--- src/rtl/shift_reg_input.sv ---
// Serial reader for a 74HC165-style parallel-in/serial-out chain: pulses the load line,
// clocks out 2^DATA_WIDTH bits at the i_tick pace and presents them as one word.
module shift_reg_input #(
  parameter int DATA_WIDTH = 4
) (
  input  logic                         CLK,
  input  logic                         i_rst_n,
  input  logic                         i_start,
  input  logic                         i_tick,
  input  logic                         i_sh_q,
  output logic                         o_sh_load_n,
  output logic                         o_sh_clk,
  output logic [(1<<DATA_WIDTH)-1:0]   o_data,
  output logic                         o_valid,
  output logic                         o_busy
);

  localparam int N = 1 << DATA_WIDTH;
  localparam logic [DATA_WIDTH-1:0] LAST_BIT = DATA_WIDTH'(N - 1);

  typedef enum logic [1:0] {
    IDLE       = 2'd0,
    LOAD       = 2'd1,
    SHIFT_LOW  = 2'd2,
    SHIFT_HIGH = 2'd3
  } state_t;

  state_t                state, state_nxt;
  logic                  last_tick;
  logic                  tick_rise;
  logic [N-1:0]          sreg, sreg_nxt;
  logic [DATA_WIDTH-1:0] bit_cnt, bit_cnt_nxt;
  logic                  load_n_nxt;
  logic                  sh_clk_nxt;
  logic [N-1:0]          data_nxt;
  logic                  valid_nxt;
  logic                  busy_nxt;

  // QH enters at the LSB, so the first bit out of the chain ends up in the MSB.
  function automatic logic [N-1:0] shift_in(input logic [N-1:0] cur, input logic bit_in);
    return {cur[N-2:0], bit_in};
  endfunction

  assign tick_rise = i_tick & ~last_tick;

  always_comb begin
    state_nxt   = state;
    sreg_nxt    = sreg;
    bit_cnt_nxt = bit_cnt;
    load_n_nxt  = o_sh_load_n;
    sh_clk_nxt  = o_sh_clk;
    data_nxt    = o_data;
    valid_nxt   = 1'b0;
    busy_nxt    = o_busy;
    unique case (state)
      IDLE: begin
        load_n_nxt = 1'b1;
        sh_clk_nxt = 1'b0;
        busy_nxt   = 1'b0;
        // A tick edge arriving together with the request is deliberately not consumed.
        if (i_start) begin
          state_nxt   = LOAD;
          load_n_nxt  = 1'b0;
          busy_nxt    = 1'b1;
          bit_cnt_nxt = '0;
        end
      end
      LOAD: begin
        if (tick_rise) begin
          load_n_nxt = 1'b1;
          state_nxt  = SHIFT_LOW;
        end
      end
      SHIFT_LOW: begin
        if (tick_rise) begin
          sreg_nxt = shift_in(sreg, i_sh_q);
          if (bit_cnt == LAST_BIT) begin
            data_nxt  = shift_in(sreg, i_sh_q);
            valid_nxt = 1'b1;
            busy_nxt  = 1'b0;
            state_nxt = IDLE;
          end else begin
            bit_cnt_nxt = bit_cnt + 1'b1;
            sh_clk_nxt  = 1'b1;
            state_nxt   = SHIFT_HIGH;
          end
        end
      end
      SHIFT_HIGH: begin
        if (tick_rise) begin
          sh_clk_nxt = 1'b0;
          state_nxt  = SHIFT_LOW;
        end
      end
      default: state_nxt = IDLE;
    endcase
  end

  // last_tick resets high so a tick already high at reset release is not an edge.
  always_ff @(posedge CLK) begin
    if (!i_rst_n) begin
      state       <= IDLE;
      last_tick   <= 1'b1;
      sreg        <= '0;
      bit_cnt     <= '0;
      o_sh_load_n <= 1'b1;
      o_sh_clk    <= 1'b0;
      o_data      <= '0;
      o_valid     <= 1'b0;
      o_busy      <= 1'b0;
    end else begin
      state       <= state_nxt;
      last_tick   <= i_tick;
      sreg        <= sreg_nxt;
      bit_cnt     <= bit_cnt_nxt;
      o_sh_load_n <= load_n_nxt;
      o_sh_clk    <= sh_clk_nxt;
      o_data      <= data_nxt;
      o_valid     <= valid_nxt;
      o_busy      <= busy_nxt;
    end
  end

endmodule

--- config.mk ---
export PLATFORM = sky130hd
export DESIGN_NAME = shift_reg_input
export DESIGN_NICKNAME = d
export VERILOG_FILES = /design/src/rtl/shift_reg_input.sv
export SDC_FILE = /design/constraint.sdc
export NUM_CORES = 1
export LEC_CHECK = 0
export CAP_MARGIN = 10
export CORE_ASPECT_RATIO = 1.25
export CORE_MARGIN = 3
export CORE_UTILIZATION = 47
export DETAILED_ROUTE_END_ITERATION = 10
export PLACE_DENSITY = 0.72
export SLEW_MARGIN = 20
export SYNTH_ARGS = -nofsm -noshare
export SYNTH_HDL_FRONTEND = slang
export SYNTH_SLANG_ARGS = --single-unit
export TNS_END_PERCENT = 30
--- constraint.sdc ---
create_clock -name CLK -period 1.5 [get_ports CLK]
set_input_delay 0.15 -clock CLK [delete_from_list [all_inputs] [get_ports CLK]]
set_output_delay 0.15 -clock CLK [all_outputs]
set_load 0.02 [all_outputs]
==> metrics.txt, run 1 <==
status=finished clean; reg2reg start=state[1]$_SDFFE_PN0P_; die height=73.30 um; Max stage delay cell, worst path=dfxtp_2; Worst Path Max Fanout=5; crit path cell chain=inv_1, ha_2, nand2b_1, o211ai_1, a32oi_1, o31ai_1; total wire length=3682 um; Lkg Pwr=about 0.8 nW; initial core utilization=51.01%; Num CTS Buffers=5; Max VDD drop=approximately 0.00091 V; top_reg_cell synth=dfxtp_1; sequential share of power=between 40% and 50%; Crit path max-delay family=compound AO/OA/AOI/OAI gates; vias in the first global route=1,455; total net switching power=0.5481 mW; Final min period=1.449 ns; final hold violations=0; Tot GR Track Use=roughly 19%; Clock Pin Slew Worst Setup and Hold Paths=0.07 ns; Antenna Nets Post-Route=0; Unique masters post-synth=35; Critical Setup Path Class=flop to flop; Setup crit start kind=flop; cell area power density=1043 nW/um^2; Async SR Flop Fraction=0%; final period utilization=96.62%; Crit path depth=6; I/O Pins=25; number of DRC markers in iteration 0=between 50 and 60; post-layout util=68.22%; via-per-instance ratio=between 5 and 6; Synth Register Bits=42; sequential fraction of the synthesis area=49.38%; clock power share=37.4%; top achievable clock speed=690.0 MHz; # DRC=0; fillcell total=approximately 300; Max Clock Skew=roughly 0.0038 ns; n_diodes=0; Post-synth EDFFs=0; GRT overflow=0; Placed Instances=between 200 and 300; switching portion of total power=23.09%; first element of the critical path=state[1]$_SDFFE_PN0P_; core box area=3338 um^2; Syn-to-layout area delta=33.72%; Routability Congestion=0.7881; Final Slew Violations=0; CTS sink cnt=42; hold path depth=3; Setup TNS=0 ns; Root Driver=clkbuf_8; Cell Area, Synth=1703 um^2; wire per inst=13.24 um; clock latency on the worst-skew pair=between 0.2 and 0.3 ns; Combinational Power Share=14.1%; fraction of layout cells with a size suffix above 1=17.01%; Critical path buffers and inverters=1; hold_sp=i_sh_q; worst r2r path cells=6; CP max stage delay=about 0.36 ns; Cells after Synth=between 200 and 250; CTS tree=built; Final setup viols=0; largest net degree at the start of global routing=28; Final #Nets=252; Core Rows=23; vias=approximately 1,500; Power, Total=2.374 mW; Req. time, crit path=1.67 ns; global-route wire length before repair=6141 um; post-DP HPWL=2487 um; clock tree buffer depth=2; first-pass iteration count of the detailed router=4; syn_nets=between 200 and 250; post-route insts no fill=between 200 and 300; IO Port Bufs=24; Synth Warn #=0; Worst Max-Slew Pin Slew=0.4118 ns; Max-Cap Viols=0; Worst Setup End Kind=flop; WP data arrival=1.62 ns; Post-Syn Area per Cell=8.307 um^2; Slew HR=72.42%; worst min-delay path class=input port to flop; Internal Dissipation=1.826 mW; die area=4386 um^2; initial antenna violation count=0; Die W=approximately 60 um; H-tree depth=2
[state kept, by name, indices dropped and copies added (netlist names)]
signal,count
o_sh_load_n,1
bit_cnt,4
sreg,15
last_tick,1
o_valid,1
state,2
o_data,16
o_sh_clk,1
o_busy,1
[per-layer routing]
layer,global-route usage (%),up-vias,share of wire [%]
met3,5.975,12,4.9
met5,0,-,0
met4,9.606,0,3.0
met1,19.05,701,39
li1,-,757,-
met2,32.57,45,53
[cell families after synthesis]
group,Yosys count,synth area share (%)
AOI/OAI and AO/OA,50,17.34
adders and majority gates,6,4.408
buffers and inverters,15,4.555
DFF,42,49.38
and+or+nand+nor,92,24.32
[layout by cell type, fill, tap and decap left out, types with 3 or more instances in the layout]
cell and n:
clkdlybuf4s50_1 24, nand2_1 68, buf_4 12, nand2b_1 5, nand4_1 3, dfxtp_1 39
ha_1 3, a21oi_1 32, clkbuf_8 6, dfxtp_2 3, o22ai_1 3, buf_12 3
[final timing paths]
check,to,slack [ns]
worst max-delay path,bit_cnt[3]$_SDFFE_PN0P_,0.05
worst min-delay path,sreg[0]$_SDFFE_PN0P_,0.44
worst min register to register,o_data[14]$_SDFFE_PN0P_,0.45
worst max register to register,bit_cnt[3]$_SDFFE_PN0P_,0.05
[Yosys cell counts (2+ instances only)]
master	instances	area, um^2
dfxtp_1	42	840.8
clkbuf_1	5	18.77
nand3_1	3	15.01
o31ai_1	2	15.01
nand2_1	68	255.2
a21o_1	2	15.01
nand2b_1	5	31.28
nand4_1	3	18.77
inv_1	3	11.26
nor2_1	2	7.510
nand3b_1	2	15.01
o22ai_1	3	18.77
a211oi_1	2	15.01
a21oi_1	34	170.2
buf_2	2	10.01
ha_1	6	75.07
buf_4	3	22.52
[stage by stage]
stage | worst slack, ns | area [um^2] | hold slack, ns
6_report | 0.05064 | 2277 | 0.4430
3_5_place_dp | -0.09355 | 2059 | 0.4467
3_3_place_gp | -0.01178 | 2059 | 0.4414
2_1_floorplan | 0.03325 | 1715 | 0.2515
5_1_grt | -0.007985 | 2277 | 0.4757
4_1_cts | 0.001373 | 2187 | 0.4342
[area by class of cell]
cell class | instances | area, um^2 | area share (%)
Tap cell | 37 | 46.29 | 2.033
Inverter | 4 | 15.01 | 0.6593
Clock buffer | 6 | 82.58 | 3.626
Multi-Input combinational cell | 148 | 843.3 | 37.03
Sequential cell | 42 | 844.6 | 37.09
Clock inverter | 1 | 30.03 | 1.319
Timing Repair Buffer | 40 | 415.4 | 18.24
[worst reg2reg max path: cells and delay by family, from the launching register on]
kind | cells | cell delay [ns]
AO/OA/AOI/OAI | 3 | 0.56
adder cells (fa/ha/maj) | 1 | 0.21
buffers and inverters | 1 | 0.09
flip-flops | 1 | 0.36
AND/OR/NAND/NOR | 1 | 0.11
[power groups by stage]
stage	clock (mW)	sequential, mW	combinational (mW)
2_1_floorplan	0	1.18	0.176
4_1_cts	0.916	1.15	0.282
3_5_place_dp	0	1.17	0.277
3_3_place_gp	0	1.17	0.267
5_1_grt	0.970	1.15	0.362
6_report	0.889	1.15	0.334
[repair_timing]
action                                  4_1_cts  5_1_grt
endpoints found under the setup margin       16       24
gates resized for setup                       0       14
buffers inserted                              2        2
endpoints found under the hold margin         0        0
gates cloned                                  0        1
pin swaps                                     0        4
hold buffers                                  0        0
(Power assumes the default switching activity.)
==> run 2, diff against run 1 <==
Clock period 1.5 ns to 1.3 ns, I/O delays scaled along.
==> metrics.txt, run 2 (synthesis gave the netlist of run 1 again) <==
status=complete, but fails checks; failing checks=setup timing; post-route design area=2482 um^2; Final #Nets=approximately 270; GRT overflow=0; post-DP HPWL=approximately 2600 um; Critical Setup Path Class=flop to flop; number of DRC markers in iteration 0=30; sequential share of power=52.0%; wire per inst=13.24 um; largest net degree at the start of global routing=26; Clock Pin Slew Worst Setup and Hold Paths=0.08 ns; Setup crit start kind=flop; initial core utilization=around half; most common cell after layout, fill and taps aside=nand2_1; initial antenna violation count=0; Core Rows=23; n_diodes=0; switching portion of total power=26.05%; Max-Cap Viols=0; Root Driver=clkbuf_8; Syn-to-layout area delta=45.78%; Cell Area, Placed=2170 um^2; Regs by FF count=o_data (16), sreg (15), bit_cnt (4); CTS tree=built; CP max stage delay=~0.34 ns; die height=73.30 um; H-tree depth=2; Routability Congestion=0.8628; I/O Pins=25; Worst Setup End Kind=flop; top achievable clock speed=696.9 MHz; vias=1,580; RSZ-0062 raised after global routing=true; max FFs per register=16; Max Clock Skew=0.007258 ns; WP data arrival=about 1.6 ns; final hold violations=0; Internal Dissipation=roughly 1.9 mW; via-per-instance ratio=approximately 5.4; clock tree buffer depth=2; clock power share=30.8%; Combinational Power Share=17.2%; Power, Total=2.561 mW; first-pass iteration count of the detailed router=4; core box area=roughly 3300 um^2; CTS Hold Bufs=0; cell area power density=between 1000 and 1500 nW/um^2; worst setup margin=-0.1349 ns; fraction of layout cells with a size suffix above 1=34.88%; CTS sink cnt=42; vias in the first global route=about 1,400; Worst Path Max Fanout=6; total net switching power=0.6672 mW; Max stage delay cell, worst path=dfxtp_2; Final min period=1.435 ns; Num CTS Buffers=5; Largest Register=o_data; Lkg Pwr=~0.98 nW; post-route insts no fill=295; clock latency on the worst-skew pair=0.29 ns; crit path cell chain=buf_6, ha_4, nand4_1, o211ai_1, a32oi_1, o31ai_1; Req. time, crit path=1.47 ns; worst min-delay path class=flop to flop; Final setup viols=24; Worst Max-Slew Pin Slew=0.3668 ns; Max VDD drop=0.0009949 V; global-route wire length before repair=6237 um; IO Port Bufs=24; Placed Instances=between 200 and 300; die area=~4400 um^2; Final Slew Violations=0; # DRC=0; Die W=59.84 um; final period utilization=110.4%; Antenna Nets Post-Route=0; Tot GR Track Use=18.60%; total wire length=about 3900 um; commonest cells after routing, fill and taps aside=nand2_1, dfxtp_1, buf_4, dlygate4sd2_1, a21oi_1; Slew HR=75.44%
-- run 2: changes by cell type in the layout (fill, tap and decap cells not counted), sizes merged --
cell / change
clkdlybuf4s50: -20
dlygate4sd2: +20
buf: +18
clkbuf: -2
clkinv: +2
bufinv: -1
-- run 2: area by class of cell --
type                            count  area, um^2
Tap cell                           37       46.29
Fill cell                         255       855.8
Timing Repair Buffer               57       518.0
Inverter                            4       17.52
Clock inverter                      2       10.01
Sequential cell                    42       845.8
Clock buffer                        5       68.82
Multi-Input combinational cell    148       975.9
-- run 2: path summary, 6_finish.rpt --
kind / start / endpoint / slack, ns / cells after the start
min: o_data[3]$_SDFFE_PN0P_ / o_data[3]$_SDFFE_PN0P_ / 0.45 / 2
min reg2reg: o_data[3]$_SDFFE_PN0P_ / o_data[3]$_SDFFE_PN0P_ / 0.45 / 2
max reg2reg: state[1]$_SDFFE_PN0P_ / bit_cnt[3]$_SDFFE_PN0P_ / -0.13 / 6
max: state[1]$_SDFFE_PN0P_ / bit_cnt[3]$_SDFFE_PN0P_ / -0.13 / 6
-- run 2: power groups by stage --
stage | clock, mW | sequential, mW | combinational (mW)
after floorplan | 0 | 1.37 | 0.220
after global placement | 0 | 1.36 | 0.396
after detailed placement | 0 | 1.36 | 0.417
after CTS | 0.792 | 1.33 | 0.433
after global routing | 0.842 | 1.33 | 0.486
final | 0.788 | 1.33 | 0.441
-- run 2: critical path, delay by kind of cell, from the launching register on --
family                   cells  cell delay (ns)
AND/OR/NAND/NOR              1             0.15
flip-flops                   1             0.34
AO/OA/AOI/OAI                3             0.54
adder cells (fa/ha/maj)      1             0.18
buffers and inverters        1             0.11
-- run 2: metal layers --
layer | track usage, % | wire (um) | vias up
met5 | 0 | 0 | -
met4 | 5.911 | 101 | 0
met3 | 4.218 | 151 | 15
met2 | 34.38 | 2119 | 35
met1 | 20.40 | 1533 | 735
li1 | - | - | 795
-- run 2: through the flow --
stage / hold WS [ns] / TNS [ns] / utilization, % / worst slack (ns)
after floorplan: 0.2315 / -0.6122 / - / -0.06546
after detailed placement: 0.4438 / -6.806 / 64.99 / -0.2067
after global routing: 0.4724 / -3.887 / 74.36 / -0.1983
after CTS: 0.4333 / -1.542 / 69.04 / -0.08591
final: 0.4514 / -1.809 / 74.36 / -0.1349
after global placement: 0.4390 / -5.553 / 64.99 / -0.1658
-- run 2: timing repair --
item | 4_1_cts | 5_1_grt
gates cloned | 1 | 0
endpoints found under the setup margin | 46 | 41
pin swaps | 10 | 17
resized for setup | 35 | 43
buffers inserted | 4 | 2
==> patch 1 (settings of run 2) <==
The 4 states of `state_t` get a Gray code encoding in 2 bits.
--- a/src/rtl/shift_reg_input.sv
+++ b/src/rtl/shift_reg_input.sv
@@ -19,10 +19,10 @@
   localparam logic [DATA_WIDTH-1:0] LAST_BIT = DATA_WIDTH'(N - 1);
 
   typedef enum logic [1:0] {
-    IDLE       = 2'd0,
-    LOAD       = 2'd1,
-    SHIFT_LOW  = 2'd2,
-    SHIFT_HIGH = 2'd3
+    IDLE       = 2'b00,
+    LOAD       = 2'b01,
+    SHIFT_LOW  = 2'b11,
+    SHIFT_HIGH = 2'b10
   } state_t;
 
   state_t                state, state_nxt;
Formal check against the unedited RTL: no difference found for any inputs over 10 cycles, from zero or initial values and one cycle with i_rst_n low; not proved beyond that.
==> patch 1 against run 2 <==
Setup slack improved by 0.090 ns; largest cell class unchanged; via count rose by 1.0%; sequential cell count did not move; critical path type unchanged; sequential share of layout area rose by 2.0 points; the flow still finishes with violations (setup timing); count of clock-buffer cells in the layout rose by 2; final area fell by 5.2%; core utilization fell by 8.5 points; critical path depth fell by 2; total power rose by 3.4%; final cell count fell by 2.0%; combinational power fell by 15%; synthesized area rose by 5.7%; routed wire length fell by 4.0%.
==> patch 1: results (changes against run 2) <==
Global route
  • Vias in the first global route: 1,476 (+2.6%)
  • First-pass GRT wire length: 6.18 mm (-0.88%)
  • GR Util met3: 2.57% (-1.6 points)
  • M2 GR Usage: 31.4% (-3.0 points)
  • Gr usage total: 17.5% (-1.1 points)
  • Largest net degree at the start of global routing: 34 (+31%)
  • Global Route met1 Usage: 20.1% (-0.31 points)

CTS
  • Clock Path Buffers: 2 (unchanged)
  • CTS Buf Count: 5 (unchanged)
  • Clock-pin slew on the worst setup and hold paths: 0.08 ns (about the same)

Routing
  • Wire length on met3: 104 um (-31%)
  • WL met1: 1.66 mm (+8.2%)
  • Vias/cell: 5.52 (+3.1%)
  • DR iter-0 viols: 85 (+180%)
  • Final WL: 3.75 mm (-4.0%)
  • WL met2: 1.93 mm (-8.9%)
  • Top routing layer in use: met4
  • Via Count: 1,596 (+1.0%)

Timing
  • Final WS setup: -0.0451 ns (+0.0898 ns)
  • Worst-margin pin slew: 0.259 ns (-0.108 ns)
  • Final setup vio count: 3 (-88%)
  • Worst hold slack: 0.437 ns (-0.0145 ns)
  • Post-Route Setup TNS: -0.113 ns (+1.70 ns)
  • Clock Skew: 0.00817 ns (+0.000913 ns)

Setup path
  • Data arrival time of the critical path: 1.53 ns (-0.08 ns)
  • CP Max Fanout: 7 (+1)
  • Worst reg2reg startpoint: state[0]
  • Cells on worst reg2reg path: 4 (-2)

Synthesis
  • Post-Synth Adder-Cell Area: 4.86% (+0.46 points)
  • Syn_nets: 222 (+2.8%)
  • Synth Area in Compound Gates: 23.1% (+5.8 points)
  • Synth top area cells: dfxtp_1 47%, a21oi_1 9.2%, nand2_1 7.1%, nand3_1 5.0%, o21ai_0 5.0%
  • Ys async rst share: 0% (unchanged)
  • Distinct cells, synth: 34 (-2.9%)
  • Mux share of post-synthesis cell area: 0.625% (+0.63 points)
  • Post-synthesis sequential area ratio: 46.7% (-2.7 points)
  • Average cell area after synthesis: 8.57 sq um (+3.2%)
  • Synth top cells by count: 42 x dfxtp_1, 34 x nand2_1, 33 x a21oi_1

Min path
  • Worst Hold Depth: 3 (+1)
  • Min-Delay Path Class: in -> reg
  • Hold_sp: i_sh_q
  • Worst Hold Path EP: sreg[0]

Placed design
  • Gpl congestion: 0.817 (-5.3%)
  • Dpl hpwl: 2.51 mm (-5.0%)
  • Post-Place Cells: 280 (-0.36%)
  • Dpl ws: -0.163 ns (+0.0433 ns)
  • Placed inst area: 2220 sq um (+2.2%)

Run status
  • Failing checks: setup timing
  • Outcome: finished, violations left

Finish
  • # nets final: 261 (-3.0%)
  • Fillcell total: 332 (+30%)
  • Layout cell share with drive strength beyond 1: 20.8% (-14 points)

Power
  • Maximum vdd drop: 0.000646 V (-35%)
  • Switch share: 25.1% (-0.92 points)
  • Leakage: 0.954 nW (-3.1%)
## patch 1: area by class of cell
class,count,area (sq um),share of cell area (%)
clock buffers,7,97.6,4.15
clock inverters,1,7.51,0.319
inverters,5,21.3,0.904
multi-input cells,147,908,38.6
flip-flops and latches,42,850,36.1
well taps,39,48.8,2.07
repair buffers,48,419,17.8
## patch 1: power by group through the flow
stage / Sequential, mW / Clock, mW / Combinational (mW)
global route: 1.33 / 1.01 / 0.417
global placement: 1.36 / 0 / 0.343
floorplan: 1.37 / 0 / 0.210
CTS: 1.33 / 0.969 / 0.359
finish: 1.33 / 0.942 / 0.376
detailed placement: 1.36 / 0 / 0.349
## patch 1: worst max-delay path, cell delays in order (launching register included)
cell     delay [ns]
dfxtp_4        0.37
ha_4           0.19
and3b_2        0.25
o211a_1        0.22
o221a_2        0.21
## patch 1: repair_timing
action / 4_1_cts / 5_1_grt
gates resized for setup: 27 / 9
gates cloned: 0 / 0
buffers inserted: 1 / 0
pin swaps: 6 / 5
setup endpoints to repair: 57 / 39
==> patch 2 (settings of run 2) <==
Without the edit above. Register the output `o_data` once more, with the module's reset; this adds one clock of latency there. The other outputs are not delayed to match.
--- a/src/rtl/shift_reg_input.sv
+++ b/src/rtl/shift_reg_input.sv
@@ -25,6 +25,8 @@
     SHIFT_HIGH = 2'd3
   } state_t;
 
+  logic [(1<<DATA_WIDTH)-1:0] o_data_s0;
+
   state_t                state, state_nxt;
   logic                  last_tick;
   logic                  tick_rise;
@@ -49,7 +51,7 @@
     bit_cnt_nxt = bit_cnt;
     load_n_nxt  = o_sh_load_n;
     sh_clk_nxt  = o_sh_clk;
-    data_nxt    = o_data;
+    data_nxt    = o_data_s0;
     valid_nxt   = 1'b0;
     busy_nxt    = o_busy;
     unique case (state)
@@ -105,7 +107,7 @@
       bit_cnt     <= '0;
       o_sh_load_n <= 1'b1;
       o_sh_clk    <= 1'b0;
-      o_data      <= '0;
+      o_data_s0   <= '0;
       o_valid     <= 1'b0;
       o_busy      <= 1'b0;
     end else begin
@@ -115,11 +117,19 @@
       bit_cnt     <= bit_cnt_nxt;
       o_sh_load_n <= load_n_nxt;
       o_sh_clk    <= sh_clk_nxt;
-      o_data      <= data_nxt;
+      o_data_s0   <= data_nxt;
       o_valid     <= valid_nxt;
       o_busy      <= busy_nxt;
     end
   end
 
+  always_ff @(posedge CLK) begin
+    if (!i_rst_n) begin
+      o_data <= '0;
+    end else begin
+      o_data <= o_data_s0;
+    end
+  end
+
 endmodule
 
Function: no difference found for any inputs over 10 cycles, from zero or initial values and one cycle with i_rst_n low; that may be too few to reach the edited logic, so the function may still have changed.
==> patch 2 against run 2 <==
Setup slack worse by 0.067 ns; clock skew up 0.0011 ns; count of clock-buffer cells in the layout up 7; critical path depth up 1; final area up 27%; sequential power up 39%; combinational power up 20%; sequential cell count up 16; total power up 60%; synthesized area up 30%; first-iteration DRC count rose to 3.6 times the old value; non-clock buffer count down 2; the flow still finishes with violations (setup timing); routed wire length up 20%.
==> patch 2: results (changes against run 2) <==
Run status
  • Outcome: finished, violations left
  • Failing checks: setup timing

Timing
  • Final WS setup: -0.202 ns (-0.0669 ns)
  • Worst hold slack: 0.428 ns (-0.0230 ns)
  • Final setup vio count: 40 (+67%)
  • Clock Skew: 0.00833 ns (+0.00107 ns)
  • Worst-margin pin slew: 0.316 ns (-0.0507 ns)

Synthesis
  • Synth top cells by count: 67 x nand2_1, 58 x dfxtp_1, 20 x inv_1
  • Average cell area after synthesis: 9.19 sq um (+11%)
  • Post-synthesis sequential area ratio: 52.4% (+3.0 points)
  • Syn_nets: 252 (+17%)

CTS
  • Clock-pin slew on the worst setup and hold paths: 0.06 ns (-0.02 ns)
  • H-tree depth: 3 (+1)
  • CTS Buf Count: 9 (+4)
  • Clk_lat worst skew: 0.34 ns (+0.05 ns)

Routing
  • Vias/cell: 5.13 (-4.2%)
  • Final WL: 4.67 mm (+20%)
  • DR iter-0 viols: 109 (+260%)
  • Wire length on met3: 157 um (+4.0%)
  • WL met1: 1.87 mm (+22%)

Setup path
  • Max stage delay on crit path: 0.37 ns (+0.03 ns)
  • Data arrival time of the critical path: 1.76 ns (+0.15 ns)
  • CP Max Fanout: 8 (+2)

Global route
  • M2 GR Usage: 29.7% (-4.7 points)
  • First-pass GRT wire length: 7.08 mm (+14%)
  • GR Util met3: 5.53% (+1.3 points)
  • Gr usage total: 17.4% (-1.2 points)

Placed design
  • Placed inst area: 2710 sq um (+25%)
  • Post-Place Cells: 336 (+20%)
  • Gpl congestion: 0.774 (-10%)
  • Dpl hpwl: 2.88 mm (+8.9%)

Power
  • Internal power: 3.11 mW (+64%)
  • Design Power: 4.11 mW (+60%)

Finish
  • Layout cell share with drive strength beyond 1: 28.7% (-6.2 points)
  • # nets final: 306 (+14%)
  • Fillcell total: 345 (+35%)
==> patch 2: changes by cell type after synthesis, moves of 2 or more <==
cell             run 2  this run
a311oi_1             0         2
a21oi_1             34        17
nor2_1               2         0
a21o_1               2         0
o21ai_0              0         2
nand4b_1             0         2
inv_1                3        20
dfxtp_1             42        58
mux2i_1              0        18
or3_1                0         3
nand4_1              3         0
nand3b_1             2         0
==> patch 2: critical path: cells and delay by family (launching register included) <==
kind / cells / cell delay [ns]
and+or+nand+nor: 2 / 0.38
AOI/OAI and AO/OA: 1 / 0.15
buffers and inverters: 3 / 0.37
DFF: 1 / 0.37
adders and majority gates: 1 / 0.16
==> patch 2: cells by family (layout without fill, tap and decap cells) <==
family                     after synthesis  count (layout)  share of synthesized area, %
and+or+nand+nor                         94              94                          20.7
DFF                                     58              58                          52.4
AOI/OAI and AO/OA                       32              32                          8.64
buffers and inverters                   32              91                          6.27
muxes                                   19              19                          8.64
adders and majority gates                6               6                          3.39
==> patch 2: path summary, 6_finish.rpt <==
path,startpoint,to,depth (start not counted)
worst max register to register,state[0],sreg[11],7
worst min register to register,o_data_s0[12],o_data[12],2
worst max-delay path,state[0],sreg[11],7
worst min-delay path,o_data_s0[12],o_data[12],2
==> patch 2: what timing repair did <==
action | 4_1_cts | 5_1_grt
setup buffers | 3 | 2
pin swaps | 5 | 15
resized for setup | 33 | 33
gates cloned | 0 | 1
setup endpoints to repair | 61 | 41
==> patch 2: layout make-up <==
class / count / share of cell area (%)
clock buffer: 12 / 5.24
clock inverter: 4 / 1.55
inverter: 20 / 2.62
multi-input combinational: 151 / 35.1
sequential: 58 / 37.1
tap: 58 / 2.30
timing repair buffer: 55 / 16.0
